$ cat config.mk
export PLATFORM = sky130hd
export DESIGN_NAME = joy_port
export DESIGN_NICKNAME = d
export VERILOG_FILES = /design/src/rtl/joy_port.sv
export SDC_FILE = /design/constraint.sdc
export NUM_CORES = 1
export LEC_CHECK = 0
export CELL_PAD_IN_SITES_DETAIL_PLACEMENT = 1
export CELL_PAD_IN_SITES_GLOBAL_PLACEMENT = 1
export CORE_MARGIN = 3
export CORE_UTILIZATION = 29
export CTS_CLUSTER_SIZE = 10
export DETAILED_ROUTE_END_ITERATION = 6
export PLACE_DENSITY = 0.89
export SLEW_MARGIN = 15
export SYNTH_ARGS = -nofsm -noshare
export SYNTH_HDL_FRONTEND = slang
export SYNTH_SLANG_ARGS = --single-unit
$ cat constraint.sdc
create_clock -name clock -period 2.8 [get_ports clock]
set_input_delay 0.56 -clock clock [delete_from_list [all_inputs] [get_ports clock]]
set_output_delay 0.56 -clock clock [all_outputs]
set_load 0.1 [all_outputs]
$ cat src/rtl/joy_port.sv
// joy_port: NES-style $4016/$4017 serial controller port fed by 12-bit Sega pad words.
// Define JOY_TURBO_EN to add X/Y turbo autofire on NES A/B.
module joy_port #(
   parameter int TURBO_DIV = 416666
) (
   input  logic        clock,
   input  logic        reset,
   input  logic [15:0] address,
   input  logic [7:0]  din,
   input  logic        we,
   input  logic        rd,
   input  logic [11:0] joy1,
   input  logic [11:0] joy2,
   output logic [7:0]  dout,
   output logic        strobe
);

   // Sega word (active-low) to NES byte {R,L,D,U,Start,Select,B,A}
   function automatic logic [7:0] pack(
      input logic [11:0] j,
      input logic        tp
   );
      logic [11:0] p;
      logic        ud;
      logic        lr;
      logic        a;
      logic        b;
      p  = ~j;
      ud = p[4] & p[5];
      lr = p[6] & p[7];
      a  = p[1] | (p[11] & tp);
      b  = p[0] | (p[10] & tp);
      return {p[7] & ~lr, p[6] & ~lr,
              p[5] & ~ud, p[4] & ~ud,
              p[3], p[2] | p[8], b, a};
   endfunction

   logic phase;

`ifdef JOY_TURBO_EN
   localparam int CW = $clog2(TURBO_DIV + 1);
   logic [CW-1:0] tcnt;

   always_ff @(posedge clock or posedge reset) begin
      if (reset) begin
         tcnt  <= '0;
         phase <= 1'b0;
      end else if (tcnt == CW'(TURBO_DIV - 1)) begin
         tcnt  <= '0;
         phase <= ~phase;
      end else begin
         tcnt  <= tcnt + CW'(1);
      end
   end
`else
   assign phase = 1'b0;
`endif

   logic       hit1;
   logic       hit2;
   logic [7:0] p1;
   logic [7:0] p2;
   logic [7:0] sr1;
   logic [7:0] sr2;

   assign hit1 = (address == 16'h4016);
   assign hit2 = (address == 16'h4017);
   assign p1   = pack(joy1, phase);
   assign p2   = pack(joy2, phase);

   // A write in the same cycle as a read suppresses the shift
   always_ff @(posedge clock or posedge reset) begin
      if (reset) begin
         strobe <= 1'b0;
         sr1    <= 8'hFF;
         sr2    <= 8'hFF;
      end else begin
         if (we && hit1)
            strobe <= din[0];
         if (strobe) begin
            sr1 <= p1;
            sr2 <= p2;
         end else if (rd && !we) begin
            if (hit1)
               sr1 <= {1'b1, sr1[7:1]};
            if (hit2)
               sr2 <= {1'b1, sr2[7:1]};
         end
      end
   end

   always_comb begin
      dout = 8'h00;
      if (hit1)
         dout = {3'b010, 4'b0000, sr1[0]};
      else if (hit2)
         dout = {3'b010, 4'b0000, sr2[0]};
   end

endmodule

==> results <==
==> per-layer routing <==
| metal | GRT usage | wire [um] |
|---|---|---|
| met1 | 0.184 | 1370 |
| met2 | 0.263 | 1570 |
| met3 | 0.0483 | 213 |
| met4 | 0.0177 | 4 |
| met5 | 0 | 0 |
==> how the worst max path moves through the flow <==
stage	startpoint	to	cells past startpoint
after floorplan	address[10]	dout[0]	4
after CTS	address[10]	dout[0]	5
final	address[10]	dout[0]	5
after global routing	address[9]	dout[0]	5
after detailed placement	address[10]	dout[0]	5
after global placement	address[10]	dout[0]	5
==> cells in the final DEF (no fill, tap or decap) <==
cell	netlist	final
dfstp_2	16	16
mux2_2	1	1
a21oi_1	4	4
clkbuf_1	6	1
conb_1	1	6
clkdlybuf4s50_1	0	38
and4bb_2	1	1
nand2b_1	1	1
buf_4	7	7
nand2_1	1	1
a22oi_1	4	4
nor3_2	0	1
clkbuf_8	0	3
mux2i_1	1	1
o21ai_2	1	1
inv_1	6	6
o31a_1	1	1
nand4_1	6	6
nor2_2	0	1
o22ai_1	1	1
nor3b_1	4	4
dfrtp_1	1	1
nand4b_1	6	6
and3_1	3	3
nor4b_2	1	1
or3_1	1	1
o21a_1	2	2
nor2_1	3	2
buf_12	0	2
or3b_4	1	1
nor4_2	1	1
a31oi_1	14	14
and2_1	2	2
o21ai_0	8	8
o21ai_1	6	6
nand3_2	1	1
a41oi_1	1	1
==> through the flow <==
step | setup TNS, ps | area (sq um) | power, mW | hold WS, ps
finish | 0 | 1600 | 0.563 | 504
global route | 0 | 1600 | 0.590 | 528
CTS | 0 | 1600 | 0.568 | 505
detailed placement | 0 | 1550 | 0.380 | 495
global placement | 0 | 1550 | 0.377 | 482
floorplan | -283 | 1120 | 0.323 | 467
==> registers in the layout (all words and copies together), names as in the netlist <==
register and cells:
sr1 8, sr2 8, strobe 1
==> layout make-up <==
cell class / count / area [sq um]
timing repair buffer: 47 / 473
inverter: 6 / 22.5
sequential: 17 / 445
tap: 46 / 57.6
multi-input combinational: 83 / 552
fill: 412 / 1870
clock buffer: 4 / 45.0
==> logic make-up after synthesis <==
logic type / synth area share
buffers and inverters: 0.109
other: 0.00344
muxes: 0.0195
and+or+nand+nor: 0.225
DFF: 0.409
AOI/OAI and AO/OA: 0.234
==> tightest hold or removal path, cell delays in order (launching register included) <==
cell     delay (ps)
dfstp_2         370
o21ai_1          70
a22oi_1          60
==> power groups by stage <==
stage	registers, mW	logic [mW]	clock network (mW)
after floorplan	0.259	0.0643	0
after global placement	0.259	0.118	0
after detailed placement	0.260	0.121	0
after CTS	0.256	0.121	0.191
after global routing	0.256	0.128	0.206
final	0.256	0.120	0.187
==> impl_metrics.yaml <==
run_status:
  status: "completed"
clock_tree:
  clk_pin_slew_ps: 60
  cts_buffers: 3
  hold_buffers: 0
  post_cts_buffers: 0
  cts.sinks: 17
  clk_latency_ps: 250
  cts_buffer_depth: 2
  cts-htree-levels: 1
  cts_tree: "yes"
  cts_resized: 0
  root_buffer: "clkbuf_8"
synth:
  netlist_area_sq_um: 1090
  yosysMostFrequentCell: "dfstp_2"
  ys_seq_area_frac: 0.409
  synth_top_area_frac: 0.386
  netlist-cell-type-count: 35
  avgSynthCellArea_sq_um: 9.31
  synthFlopType: "dfstp_2"
  synthTopCellsByCount: "16 x dfstp_2, 14 x a31oi_1, 8 x o21ai_0, 7 x buf_4"
  ys_top_cells_by_area: "dfstp_2 39%, a31oi_1 8.0%, buf_4 4.8%, nand4b_1 4.8%, o21ai_0 3.7%"
  synthArstFlopShare: 1.00
  ys_warn_count: 0
  synthCells: 117
  synth_top_cell_by_area: "dfstp_2"
  synth_edf_count: 0
  synth-seq-cells: 17
sta:
  finalClockSkew_ps: 4.24
  tightest_slew_ps: 657
  fin_ws_ps: 143
  fin_crit_ps: 2660
  max_clock_freq_mhz: 376
  slew_headroom: 0.562
  fin_crit_sh: 0.949
  hold_viol_final: 0
  rsz0062_at_grt: "no"
  setup_viol: 0
  drv_slew: 0
critical_path:
  arrival_ps: 2100
  cp_top_family: "simple AND/OR/NAND/NOR gates"
  crit_path_max_incr_delay_ps: 410
  critPathKind: "input pin to output pin"
  cp_slowest_cell: "clkdlybuf4s50_1"
  critPathLaunchType: "input pin"
  r2r_slack_ps: 1560
  path_buf_inv: 2
  r2r_end: "sr1[5]"
  crit_required_ps: 2240
  crit_fanout: 10
  crit_chain: "clkdlybuf4s50_1 -> nor4b_2 -> nand3_2 -> nor3_2 -> buf_12"
  reg2regPathDepth: 4
  cp-end-kind: "output pin"
  rr_startpoint: "strobe"
place:
  place.gp.congestion: 0.808
  detailed_place_hpwl_um: 2420
  post-place-cells: 199
  dpl_worst_slack_ps: 129
  port_buffers: 41
worst_hold_path:
  min-delay-start: "sr1[1]"
  hp-class: "register to register"
  min_to: "sr1[1]"
  holdPathStages: 2
power_and_ir_drop:
  peakVddDrop_uv: 216
  clkPwrFrac: 0.332
  seq_power_share: 0.455
  power_per_cell_area_nw_per_um2: 353
  leakagePower_nw: 0.591
  p_int_mw: 0.412
  switchingPower_mw: 0.151
  switching_share: 0.269
  combPwrFrac: 0.213
floorplanning:
  dieArea_sq_um: 4530
  fp-row-count: 21
  initial_utilization: 0.314
  core_area_sq_um: 3470
  die_h_um: 67.3
  die_w_um: 67.3
  io_pins: 61
route:
  vias_per_cell: 5.24
  wl_per_cell_um: 15.6
  drtIter0Drc: 62
  ant_nets: 0
  vias: 1064
  wl_um: 3160
  drcViolationCount: 0
  dr.pass1.iters: 4
global_route:
  grt_max_degree: 22
  grt_use_total: 0.150
  overflow: 0
  grt_pass1_wl_um: 5160
  antenna_found_initial: 0
  grt_pass1_vias: 1095
final_layout:
  fin_cells: 203
  finish.utilization: 0.460
  insertedDiodeCount: 0
  fin_nets: 210
  syn2layout_area_growth_pct: 46.4
  layout-drive-gt1-share: 0.236
job:
  cap_violations: 0
Power figures use the tool's default switching activity.
